## src/rtl/branch_cond_unit.sv

```systemverilog
// Branch condition unit: holds the ALU status flags and evaluates one of eight
// branch conditions per eval strobe. The result comes out as a one-cycle
// registered pc_write_cond pulse. Saturating taken/not-taken counters
// are kept for debug readout.
module branch_cond_unit #(
  parameter int unsigned CNT_W = 16
) (
  input  logic             clk,
  input  logic             reset,
  input  logic             flags_we,
  input  logic             zero_in,
  input  logic             gt_in,
  input  logic             lt_in,
  input  logic             eq_in,
  input  logic [2:0]       cond_sel,
  input  logic             eval,
  input  logic             cnt_clr,
  output logic             pc_write_cond,
  output logic             done,
  output logic [3:0]       flags_q,
  output logic [CNT_W-1:0] taken_cnt,
  output logic [CNT_W-1:0] not_taken_cnt
);

  localparam int unsigned FLAG_W = 4;
  localparam logic [CNT_W-1:0] CNT_MAX = {CNT_W{1'b1}};

  // Condition codes; the low four match the legacy 2-bit select
  localparam logic [2:0] COND_BNE    = 3'b000;
  localparam logic [2:0] COND_BEQ    = 3'b001;
  localparam logic [2:0] COND_BGT    = 3'b010;
  localparam logic [2:0] COND_BLE    = 3'b011;
  localparam logic [2:0] COND_BLT    = 3'b100;
  localparam logic [2:0] COND_BGE    = 3'b101;
  localparam logic [2:0] COND_ALWAYS = 3'b110;
  localparam logic [2:0] COND_NEVER  = 3'b111;

  logic [FLAG_W-1:0] flags_in_c;
  logic [FLAG_W-1:0] eff_flags_c;
  logic              flag_z_c;
  logic              flag_gt_c;
  logic              flag_lt_c;
  logic              flag_eq_c;
  logic              cond_c;
  logic              taken_c;
  logic              not_taken_c;

  assign flags_in_c = {zero_in, gt_in, lt_in, eq_in};

  // Forward incoming flags to an eval in the same cycle as their capture
  always_comb begin
    eff_flags_c = flags_q;
    if (flags_we && eval) begin
      eff_flags_c = flags_in_c;
    end
  end

  assign flag_z_c  = eff_flags_c[3];
  assign flag_gt_c = eff_flags_c[2];
  assign flag_lt_c = eff_flags_c[1];
  assign flag_eq_c = eff_flags_c[0];

  // Condition select against the effective flags
  always_comb begin
    cond_c = 1'b0;
    unique case (cond_sel)
      COND_BNE:    cond_c = ~flag_z_c;
      COND_BEQ:    cond_c = flag_z_c;
      COND_BGT:    cond_c = flag_gt_c;
      COND_BLE:    cond_c = flag_lt_c | flag_eq_c;
      COND_BLT:    cond_c = flag_lt_c;
      COND_BGE:    cond_c = flag_gt_c | flag_eq_c;
      COND_ALWAYS: cond_c = 1'b1;
      COND_NEVER:  cond_c = 1'b0;
      default:     cond_c = 1'b0;
    endcase
  end

  // Gate by eval so an undefined select while idle cannot propagate
  assign taken_c     = eval & cond_c;
  assign not_taken_c = eval & ~cond_c;

  // Flag register, result pulse and statistics counters
  always_ff @(posedge clk) begin
    if (reset) begin
      flags_q       <= '0;
      done          <= 1'b0;
      pc_write_cond <= 1'b0;
      taken_cnt     <= '0;
      not_taken_cnt <= '0;
    end else begin
      if (flags_we) begin
        flags_q <= flags_in_c;
      end
      done          <= eval;
      pc_write_cond <= taken_c;
      if (cnt_clr) begin
        taken_cnt     <= '0;
        not_taken_cnt <= '0;
      end else begin
        if (taken_c && (taken_cnt != CNT_MAX)) begin
          taken_cnt <= taken_cnt + CNT_W'(1);
        end
        if (not_taken_c && (not_taken_cnt != CNT_MAX)) begin
          not_taken_cnt <= not_taken_cnt + CNT_W'(1);
        end
      end
    end
  end

endmodule
```

## config.mk

```make
export PLATFORM = sky130hd
export DESIGN_NAME = branch_cond_unit
export DESIGN_NICKNAME = d
export VERILOG_FILES = /design/src/rtl/branch_cond_unit.sv
export SDC_FILE = /design/constraint.sdc
export NUM_CORES = 1
export LEC_CHECK = 0
export ABC_AREA = 1
export ABC_CLOCK_PERIOD_IN_PS = 1760
export CAP_MARGIN = 10
export CORE_MARGIN = 2
export CORE_UTILIZATION = 33
export DETAILED_ROUTE_END_ITERATION = 7
export SETUP_SLACK_MARGIN = 0.15
export SYNTH_ARGS = -nofsm -noshare
export SYNTH_HDL_FRONTEND = slang
export SYNTH_SLANG_ARGS = --single-unit
```

## constraint.sdc

```tcl
create_clock -name clk -period 1.76 [get_ports clk]
set_input_delay 0.264 -clock clk [delete_from_list [all_inputs] [get_ports clk]]
set_output_delay 0.264 -clock clk [all_outputs]
set_load 0.1 [all_outputs]
```

After elaboration in Yosys (flattened, before gate mapping)
Cells that the tools add are included.
{ "op_classes": {"n_mux": 2, "n_eq_ne": 9, "addsub": 2, "n_reduce_logical": 5, "n_bitwise": 6} }
{ "ops": {"columns": ["operator", "count"], "rows": [
  ["$add A16 B1 Y16 const B", 2],
  ["$ne A16 B16 Y1 const B", 2],
  ["$eq A3 B3 Y1 const B", 4],
  ["$pmux W1 S8", 1],
  ["$eq A3 B2 Y1 const B", 2],
  ["$mux W4", 1],
  ["$eq A3 B1 Y1 const B", 1],
  ["$logic_and A1 B1 Y1", 3],
  ["$logic_not A3 Y1", 1],
  ["$and A1 B1 Y1", 2],
  ["$not A1 Y1", 2],
  ["$or A1 B1 Y1", 2],
  ["$reduce_or A2 Y1", 1]
]} }
{ "totals": {"word_cells": 29, "register_bits": 38, "out_inout_bits": 38} }

Logic depth before layout (Yosys ltp)
{ "logic_depth": {"ltp_word": 7, "ltp_mapped": 14} }

Worst setup path before layout
No wires, ideal clock.
{ "synth_path": {"path_type": "flip-flop to flip-flop", "start": "reg taken_cnt[1]", "end": "reg taken_cnt[2]", "t_arrival_ps": 2260, "path_slack_ps": -615, "stages_incl_launch_ff": 11, "required_ps": 1645, "period_less_slack_ps": 2375, "setup_ps": 115, "cell_sequence": "dfxtp_1 -> ha_1 -> nand2_1 -> nor2_1 -> nand3_1 -> inv_1 -> nand3_1 -> nand4_2 -> nand2_1 -> nand2_1 -> nor2_1"} }
{ "synth_via": {"elab_chain_cells": 2, "elab_cells_between_ends": 3, "classes_between": "add/sub (1); eq/ne (1); reduce/logical (1)"} }
{ "synth_rtl": {"columns": ["item", "line", "source"], "rows": [
  ["from (decl)", "21", "output logic [CNT_W-1:0] taken_cnt,"],
  ["from (signal assigned)", "102", "taken_cnt <= taken_cnt + CNT_W'(1);"],
  ["branches (longest 2 deep; another with $add A16 B1 Y16)", null, null]
]} }
Parallel ways; which one is timed is not known.
A chain may end at the register's enable or synchronous reset.

Worst setup path after layout
{ "layout_path": {"start": "reg not_taken_cnt[7]", "end": "reg not_taken_cnt[15]"} }
{ "layout_via": {"elab_chain_cells": 2, "elab_cells_between_ends": 3, "classes_between": "add/sub (1); eq/ne (1); reduce/logical (1)"} }
{ "layout_rtl": {"columns": ["item", "line", "source"], "rows": [
  ["from (decl)", "22", "output logic [CNT_W-1:0] not_taken_cnt"],
  ["from (signal assigned)", "105", "not_taken_cnt <= not_taken_cnt + CNT_W'(1);"],
  ["branches (longest 2 deep; another with $add A16 B1 Y16)", null, null]
]} }
Parallel ways; which one is timed is not known.

==> reports/results.env <==
FIRST_GLOBAL_VIAS=2374
ROUTE.VIAS.TOTAL=2606
SYN2LAYOUT_AREA_GROWTH_PCT=67.6
TNS_PS=0
FIRST_ITER_VIOLATIONS=96
POWER_FRAC_COMB_PCT=21.8
POWERDENSITY_nW_PER_UM2=574
GRT_PASS1_WL_MM=10.4
INTERNAL-POWER_mW=1.60
COUNT_OF_CELL_TYPES_IN_THE_NETLIST=32
SYNTHESIS.YOSYS.WARNINGS=0
CLOCK_LATENCY_OF_THE_LATER_CLOCKED_REGISTER_IN_THE_WORST_SKEW_PAIR_PS=310
PATH_CELLS='nand2_1, nor2_4, nand4_4, buf_4, nand3_2, nand2_1, a21oi_1'
SYNTH.AVG_CELL_AREA_UM2=6.44
N_FILL_CELL=635
VIAS_PER_CELL=4.80
IO_PINS=50
DETAIL-ROUTE-ANTENNA-NETS=0
OVERFLOW=0
CRIT_PATH_START_KIND='flip-flop'
CRIT_BUF_INV=1
WL_PER_CELL_UM=12.6
GRT_START_MAX_NET_PINS=31
INITIAL_CORE_UTIL_PCT=34.6
DRC=0
DETAILED_PLACE_HPWL_MM=4.52
GRT_SETUP_UNREPAIRED='true'
HOLD_PATH_DEPTH=3
FINISH.NET_COUNT=460
SWITCHING_PART_OF_THE_TOTAL_PCT=30.1
END_KIND='flip-flop'
FINAL_COMMON_CELL='sky130_fd_sc_hd__nand2_1'
TIMING.CRITICAL_PATH.REQUIRED_PS=1990
PATH_DELAY_FAMILY='simple AND/OR/NAND/NOR gates'
CLOCK_SINKS=38
CRITICAL_PATH_PEAK_FANOUT=6
WORSTREGTOREGCELLS=7
SYNTH_SEQ_CELLS=38
HOLD_VIOLATIONS=0
P_CLK_SHARE_PCT=40.7
POWER.SHARE.SEQUENTIAL_PCT=37.5
MAX_SLEW_MARGIN_PCT=68.9
TOTAL_NUMBER_OF_H_TREE_LEVELS=2
CTS.CLK_SLEW.WORST_PATHS_PS=90
N_ANTENNA_CELL=0
CRITICAL_PATH_DEPTH=7
IO_BUFFERS=49
MAX_CLOCK_FREQ_GHz=0.644
MIN-DELAY-PATH-CLASS='in2reg'
CTS.PATH.MAX_BUFFERS=2
FINISH.CELL_COUNT_WITHOUT_FILLERS=543
TIMING.MAX_CAP.VIOLATIONS=0
CTS_TREE='built'
CRITPATHMOSTFREQUENTCELL='sky130_fd_sc_hd__nand2_1'
NUMBER_OF_INSTANCES_IN_THE_SYNTHESIZED_NETLIST=369
PLACEABLECOREAREA_UM2=6870
POST_ROUTE_CELLS_DRIVE_ABOVE_1_SHARE_PCT=38.3
CRITICAL_PATH_CLASS='reg2reg'
NETLIST_AREA_UM2=2380
ARRIVAL_TIME_AT_THE_WORST_ENDPOINT_PS=1780
SETUP_VIOL_COUNT_FINAL=0
FINALHOLDWORSTSLACK_PS=270
DIE_W_UM=88.9
FINAL_GP_CONGESTION=0.839
LEAKAGE_nW=1.63
GR-USAGE-ALL-LAYERS_PCT=16.4
SEQ_AREA_FRAC_SYNTH_PCT=32.0
ROUTE.FINAL.WIRE_LENGTH_MM=6.86
DIE_HEIGHT_UM=88.9
SKEW_PS=13.6
SHARE_OF_THE_CLOCK_PERIOD_USED_BY_THE_WORST_PATH_AFTER_LAYOUT_PCT=88.2
FP.DIEAREA_UM2=7900
NUMCTSBUFFERS=5
MOSTFREQUENTLAYOUTCELLS='sky130_fd_sc_hd__nand2_1 (89), sky130_fd_sc_hd__nor2_1 (57), sky130_fd_sc_hd__inv_1 (46)'
INITIAL_ANTENNA_VIOLATION_COUNT=0
FINAL_CORE_UTIL_PCT=58.0
TOTAL_SWITCHING_POWER_mW=0.688
DP.CELLS=515
IR_WORST_VDD_mV=0.389
SLOWEST_DELAY_PS=400
NET_COUNT_AFTER_SYNTHESIS=383
OUTCOME='finished clean'
DRTPASS1ITERATIONS=4
WORST-SLEW-PIN-TRANSITION_PS=466
SLEW_VIOLATIONS=0
PERIOD_NEEDED_PS=1550
REGTOREGSETUPSLACK_PS=210
NUM_ROWS=30
CLOCKROOTBUFFER='sky130_fd_sc_hd__clkbuf_8'
CRITICAL_PATH.SLOWEST_CELL='sky130_fd_sc_hd__dfxtp_4'
cell families (layout without fill, tap and decap cells):
family                     Yosys count  in the layout  synth area share (%)
AOI/OAI and AO/OA                   25             25                  6.06
adders and majority gates            2              2                  1.05
buffers and inverters               62            139                  11.5
xor gates and xnor gates             8              8                  2.95
and+or+nand+nor                    234            235                  46.4
DFF                                 38             38                  32.0
synthesized netlist by cell type (all sizes together):
library cell  instances  area share (%)
nand2               102              18
nor2                 66              11
inv                  50             7.9
dfxtp                38              32
nand3                26             7.3
nand4                26             7.4
a21oi                13             2.9
nor3                 10             2.1
buf                   8             2.9
xor2                  8             2.9
o21ai                 7             1.5
clkbuf                4            0.63
ha                    2             1.1
o21bai                2            0.63
or2                   2            0.53
a211oi                1            0.32
a21boi                1            0.47
a31oi                 1            0.26
and3                  1            0.26
nor4                  1            0.26
layout make-up:
type | instances | area, um2 | area share, %
inverters | 50 | 188 | 4.71
well taps | 96 | 120 | 3.02
flip-flops and latches | 38 | 881 | 22.1
clock inverters | 3 | 68.8 | 1.73
multi-input cells | 270 | 1540 | 38.7
clock buffers | 5 | 68.8 | 1.73
repair buffers | 81 | 1110 | 28.0
repair_timing:
item,4_1_cts,5_1_grt
pin swaps,0,20
setup endpoints to repair,33,31
cloned,0,3
hold buffers,0,0
hold endpoints to repair,0,0
gates resized for setup,7,41
setup buffers,3,14
worst paths after layout:
check	to	startpoint
setup / recovery	not_taken_cnt[15]$_SDFFE_PP0P_	not_taken_cnt[7]$_SDFFE_PP0P_
hold / removal	flags_q[3]$_SDFFE_PP0P_	zero_in
setup reg to reg	not_taken_cnt[15]$_SDFFE_PP0P_	not_taken_cnt[7]$_SDFFE_PP0P_
hold reg to reg	flags_q[0]$_SDFFE_PP0P_	flags_q[0]$_SDFFE_PP0P_
state kept, by name, summed over array words and instances (netlist names):
register and cells:
done 1, flags_q 4, not_taken_cnt 16, pc_write_cond 1, taken_cnt 16
worst min-delay path, cell delays in order:
cell and delay (ps):
sky130_fd_sc_hd__dlymetal6s2s_1 140, sky130_fd_sc_hd__nand2_1 70, sky130_fd_sc_hd__a21oi_1 50
power groups by stage:
stage | Sequential [mW] | Combinational, mW | Clock, mW
floorplan | 0.984 | 0.180 | 0
global placement | 0.880 | 0.420 | 0
detailed placement | 0.879 | 0.425 | 0
CTS | 0.859 | 0.427 | 0.945
global route | 0.860 | 0.531 | 0.975
finish | 0.858 | 0.498 | 0.931
layer usage:
metal | GRT usage (%) | vias to the layer above | share of wire [%]
met2 | 27.5 | 56 | 48
li1 | - | 1337 | -
met4 | 4.68 | 0 | 1.1
met3 | 3.45 | 8 | 4.6
met5 | 0 | - | 0
met1 | 21.3 | 1205 | 46
metrics by stage:
step	area, um2	total power [mW]	worst slack [ps]
2_1_floorplan	2590	1.16	144
3_3_place_gp	3550	1.30	-412
3_5_place_dp	3550	1.30	-424
4_1_cts	3720	2.23	156
5_1_grt	3980	2.37	88.3
6_report	3980	2.29	207
Power figures use the tool's default switching activity.
